===== src/rtl/fetch_responder.sv =====
`default_nettype none
// ============================================================================
// Module      : fetch_responder
// Description : Answers matching fetch requests by streaming a burst of words
//               read from local storage through a ready/valid output.
// Revision    : 1.0 - initial release
// ============================================================================
module fetch_responder #(
   parameter int         DW     = 32,
   parameter logic [6:0] DEV_ID = 7'h05
) (
   input  logic          clk,
   input  logic          rst_n,
   input  logic [DW-1:0] i_ir,
   output logic          o_rd_en,
   output logic [7:0]    o_rd_addr,
   input  logic [DW-1:0] i_rd_data,
   output logic [DW-1:0] o_data,
   output logic          o_valid,
   input  logic          i_ready,
   output logic          o_busy,
   output logic          o_done,
   output logic          o_drop
);

   localparam logic [1:0] c_IDLE = 2'd0;
   localparam logic [1:0] c_READ = 2'd1;
   localparam logic [1:0] c_WAIT = 2'd2;
   localparam logic [1:0] c_SEND = 2'd3;

   logic [1:0] r_state;
   logic [7:0] r_addr;
   logic [4:0] r_remaining;
   logic       w_match;
   logic       w_unused;

   assign w_match  = i_ir[0] && (i_ir[7:1] == DEV_ID);
   assign w_unused = ^i_ir[DW-1:20];

   always_ff @(posedge clk or negedge rst_n) begin
      if (!rst_n) begin
         r_state     <= c_IDLE;
         r_addr      <= 8'd0;
         r_remaining <= 5'd0;
         o_rd_en     <= 1'b0;
         o_rd_addr   <= 8'd0;
         o_data      <= '0;
         o_valid     <= 1'b0;
         o_busy      <= 1'b0;
         o_done      <= 1'b0;
         o_drop      <= 1'b0;
      end else begin
         o_rd_en <= 1'b0;
         o_done  <= 1'b0;
         o_drop  <= w_match && (r_state != c_IDLE);
         case (r_state)
            c_IDLE: begin
               if (w_match) begin
                  r_addr      <= i_ir[15:8];
                  // A zero count field encodes a full 16-word burst
                  r_remaining <= (i_ir[19:16] == 4'd0) ? 5'd16 : {1'b0, i_ir[19:16]};
                  o_rd_en     <= 1'b1;
                  o_rd_addr   <= i_ir[15:8];
                  o_busy      <= 1'b1;
                  r_state     <= c_READ;
               end
            end
            c_READ: begin
               r_state <= c_WAIT;
            end
            c_WAIT: begin
               o_data  <= i_rd_data;
               o_valid <= 1'b1;
               r_state <= c_SEND;
            end
            c_SEND: begin
               if (i_ready) begin
                  o_valid <= 1'b0;
                  if (r_remaining == 5'd1) begin
                     o_busy  <= 1'b0;
                     o_done  <= 1'b1;
                     r_state <= c_IDLE;
                  end else begin
                     r_addr      <= r_addr + 8'd1;
                     o_rd_addr   <= r_addr + 8'd1;
                     o_rd_en     <= 1'b1;
                     r_remaining <= r_remaining - 5'd1;
                     r_state     <= c_READ;
                  end
               end
            end
            default: begin
               o_busy  <= 1'b0;
               r_state <= c_IDLE;
            end
         endcase
      end
   end

endmodule
`default_nettype wire

===== config.mk =====
export PLATFORM = sky130hd
export DESIGN_NAME = fetch_responder
export DESIGN_NICKNAME = d
export VERILOG_FILES = /design/src/rtl/fetch_responder.sv
export SDC_FILE = /design/constraint.sdc
export NUM_CORES = 1
export LEC_CHECK = 0
export CELL_PAD_IN_SITES_DETAIL_PLACEMENT = 1
export CELL_PAD_IN_SITES_GLOBAL_PLACEMENT = 1
export CORE_MARGIN = 1
export CORE_UTILIZATION = 32
export DETAILED_ROUTE_END_ITERATION = 6
export GPL_TIMING_DRIVEN = 0
export HOLD_SLACK_MARGIN = 0.05
export PLACE_DENSITY_LB_ADDON = 0.1
export SYNTH_ARGS = -nofsm -noshare
export SYNTH_HDL_FRONTEND = slang
export SYNTH_SLANG_ARGS = --single-unit
export TNS_END_PERCENT = 5

===== constraint.sdc =====
create_clock -name clk -period 2.21 [get_ports clk]
set_input_delay 0.442 -clock clk [delete_from_list [all_inputs] [get_ports clk]]
set_output_delay 0.442 -clock clk [all_outputs]
set_load 0.05 [all_outputs]

==> flow_metrics.tcl <==
set metrics [dict create \
    grt_pass1_vias 2258 \
    status "finished, final reports clean" \
    clk_pin_slew_worst_paths_ns 0.10 \
    synth-seq-cells 52 \
    cp.buffers_inverters 1 \
    drv_cap 0 \
    ant_nets 0 \
    cp.required_ns 1.77 \
    setup_viol 0 \
    period_needed_ns 2.09 \
    die_y_um 91.3 \
    place_congestion 0.823 \
    io_pins 112 \
    root_buffer "clkbuf_8" \
    drive_gt1_share_pct 17.6 \
    antenna_cells 0 \
    die_w_um 91.3 \
    rsz0062_at_grt "no" \
    die_area_um2 8330 \
    async_flop_share_pct 100 \
    post-route-util_pct 49.3 \
    crit_fanout 8 \
    setup_slack_ns 0.120 \
    clock_latency_ns 0.30 \
    slowest_stage "clkdlybuf4s50_1" \
    io_buffers 99 \
    ys_warn_count 0 \
    vias_per_cell 5.13 \
    track_usage_pct 17.4 \
    dpl.hpwl_mm 5.17 \
    fin_skew_ns 0.00939 \
    grt-ovfl-total 0 \
    first_pass_iters 4 \
    cpPeakStageDelay_ns 0.85 \
    cts_tree "built" \
    avgSynthCellArea_um2 11.5 \
    placementRows 32 \
    cp_top_family "buffers and inverters" \
    grt_max_degree 28 \
    synthCells 222 \
    worst_pin_slew_ns 0.628 \
    fmax_ghz 0.479 \
    drtIter0Drc 87 \
    ys.flop_type "dfrtp_1" \
    p_leak_nw 1.50 \
    start_util_pct 33.0 \
    finalCritPeriodShare_pct 94.6 \
    cts_buffers 5 \
    ys_types 43 \
    vias 2218 \
    critPathLaunchType "register" \
    arrival_ns 1.65 \
    drc 0 \
    htree_levels 2 \
    maxSlewHeadroom_pct 58.1 \
    design.core.area_um2 7730 \
    crit_path_end_kind "output pin" \
    wl_mm 6.95 \
    syn_nets 296 \
    drv_slew 0 \
    antenna_found_initial 0 \
    path_cells "clkdlybuf4s50_1" \
    synth_area_um2 2550 \
    powerDensity_nw_per_um2 1600 \
    wl_per_cell_um 16.1 \
    clock-sinks 52 \
    place_ws_ns -0.313 \
    min_path_type "input pin to asynchronous set/reset pin" \
    hold_violations 0 \
    layout.nets 403 \
    critPathKind "register to output pin" \
    vdd_drop_max_uv 609 \
    yosysSeqAreaShare_pct 51.0 \
    grt_pass1_wl_mm 11.5 \
    clk_path_buf_depth 2 \
    syn2layout_area_growth_pct 49.3 \
    synth-edff-count 0 \
]
per-layer routing:
layer	GRT usage [%]	share of wire [%]	routed length [µm]	up-vias
met2	29.5	49	3390	73
met3	3.10	4.9	341	2
met5	0	0	0	-
met1	23.2	46	3190	1108
li1	-	-	-	1035
met4	3.97	0.53	37	0
worst reg2reg max path, delay by kind of cell (launching register included):
family | cells | cell delay, ns
mux | 1 | 0.23
buf+inv | 1 | 0.14
compound gates | 1 | 0.12
simple gates | 2 | 0.77
fa+ha+maj | 1 | 0.33
flops | 1 | 0.41
final cells by class:
type	count	area [µm²]
clock buffer	7	86.3
inverter	8	30.0
clock inverter	1	7.51
tap	102	128
buffer	9	40.0
sequential	52	1300
timing repair buffer	100	1010
fill	841	3920
multi-input combinational	153	1210
registers in the layout, summed over array words and instances (netlist names):
register / count
o_data: 32
r_addr: 8
r_remaining: 5
r_state: 2
o_busy: 1
o_done: 1
o_drop: 1
o_rd_en: 1
o_valid: 1
cells in the mapped netlist, types with 2 or more instances:
cell / instances / share of area [%]
dfrtp_1: 52 / 51
mux2_2: 33 / 15
nand2_1: 14 / 2.1
o21ai_0: 9 / 1.8
inv_1: 8 / 1.2
nor2_1: 8 / 1.2
clkbuf_1: 7 / 1.0
ha_1: 7 / 3.4
o31ai_1: 7 / 2.1
nand3_1: 6 / 1.2
a21oi_1: 5 / 0.98
a31oi_1: 5 / 1.2
nand2b_1: 5 / 1.2
nand4_1: 5 / 1.2
nor3_1: 5 / 0.98
and3_1: 4 / 0.98
nor2b_1: 4 / 0.98
nor4b_1: 4 / 1.4
a21boi_0: 3 / 0.88
a221o_1: 3 / 1.2
mux2i_1: 3 / 1.2
nor4_1: 2 / 0.49
o22ai_1: 2 / 0.49
or4b_4: 2 / 1.1
kinds of logic (layout without fill, tap and decap cells):
logic type / Yosys count / after routing / share of synthesized area [%]
buffers and inverters: 17 / 125 / 2.70
muxes: 36 / 36 / 15.8
AOI/OAI and AO/OA: 45 / 45 / 12.4
DFF: 52 / 52 / 51.0
and+or+nand+nor: 65 / 65 / 14.7
adders and majority gates: 7 / 7 / 3.43
what timing repair did:
item,CTS,global route
gates resized for setup,3,6
buffers inserted,0,0
hold buffers,0,0
endpoints found under the setup margin,7,11
gates cloned,0,0
worst paths after layout:
| kind | from | depth (start not counted) | to | slack (ns) |
|---|---|---|---|---|
| hold / removal | rst_n | 1 | o_data[3]$_DFFE_PN0P_ | 0.15 |
| min in group clk | r_state[0]$_DFFE_PN0P_ | 1 | r_state[0]$_DFFE_PN0P_ | 0.50 |
| setup reg to reg | r_state[0]$_DFFE_PN0P_ | 6 | r_remaining[1]$_DFFE_PN0P_ | 0.14 |
| setup / recovery | r_addr[4]$_DFFE_PN0P_ | 1 | o_rd_addr[4] | 0.12 |
| hold reg to reg | r_state[0]$_DFFE_PN0P_ | 1 | r_state[0]$_DFFE_PN0P_ | 0.50 |
| max in group asynchronous | rst_n | 2 | o_data[25]$_DFFE_PN0P_ | 1.50 |
layout by cell type (no fill, tap or decap), types with 6 or more instances in the layout:
| cell | Yosys | final |
|---|---|---|
| clkdlybuf4s50_1 | 0 | 98 |
| dfrtp_1 | 52 | 52 |
| mux2_2 | 33 | 33 |
| nand2_1 | 14 | 14 |
| o21ai_0 | 9 | 9 |
| inv_1 | 8 | 8 |
| nor2_1 | 8 | 8 |
| clkbuf_1 | 7 | 7 |
| o31ai_1 | 7 | 7 |
| nand3_1 | 6 | 6 |
| ha_1 | 7 | 6 |
| clkbuf_8 | 0 | 6 |
metrics by stage:
stage	hold slack [ns]	instance area (µm²)	setup TNS (ns)	instances	power, mW
detailed placement	0.492	3680	-2.61	424	5.52
floorplan	0.146	2550	0	222	4.25
finish	0.149	3810	0	432	6.08
CTS	0.172	3790	0	432	6.12
global route	0.187	3810	0	432	6.44
global placement	0.479	3670	-56.21	423	5.46
report_power, final:
group          switching, mW  leakage [nW]  total, mW  internal [mW]
sequential             0.308         0.615       1.70           1.39
clock                  0.314        0.0445      0.569          0.255
combinational           2.34         0.840       3.81           1.47
(Power assumes the default switching activity.)
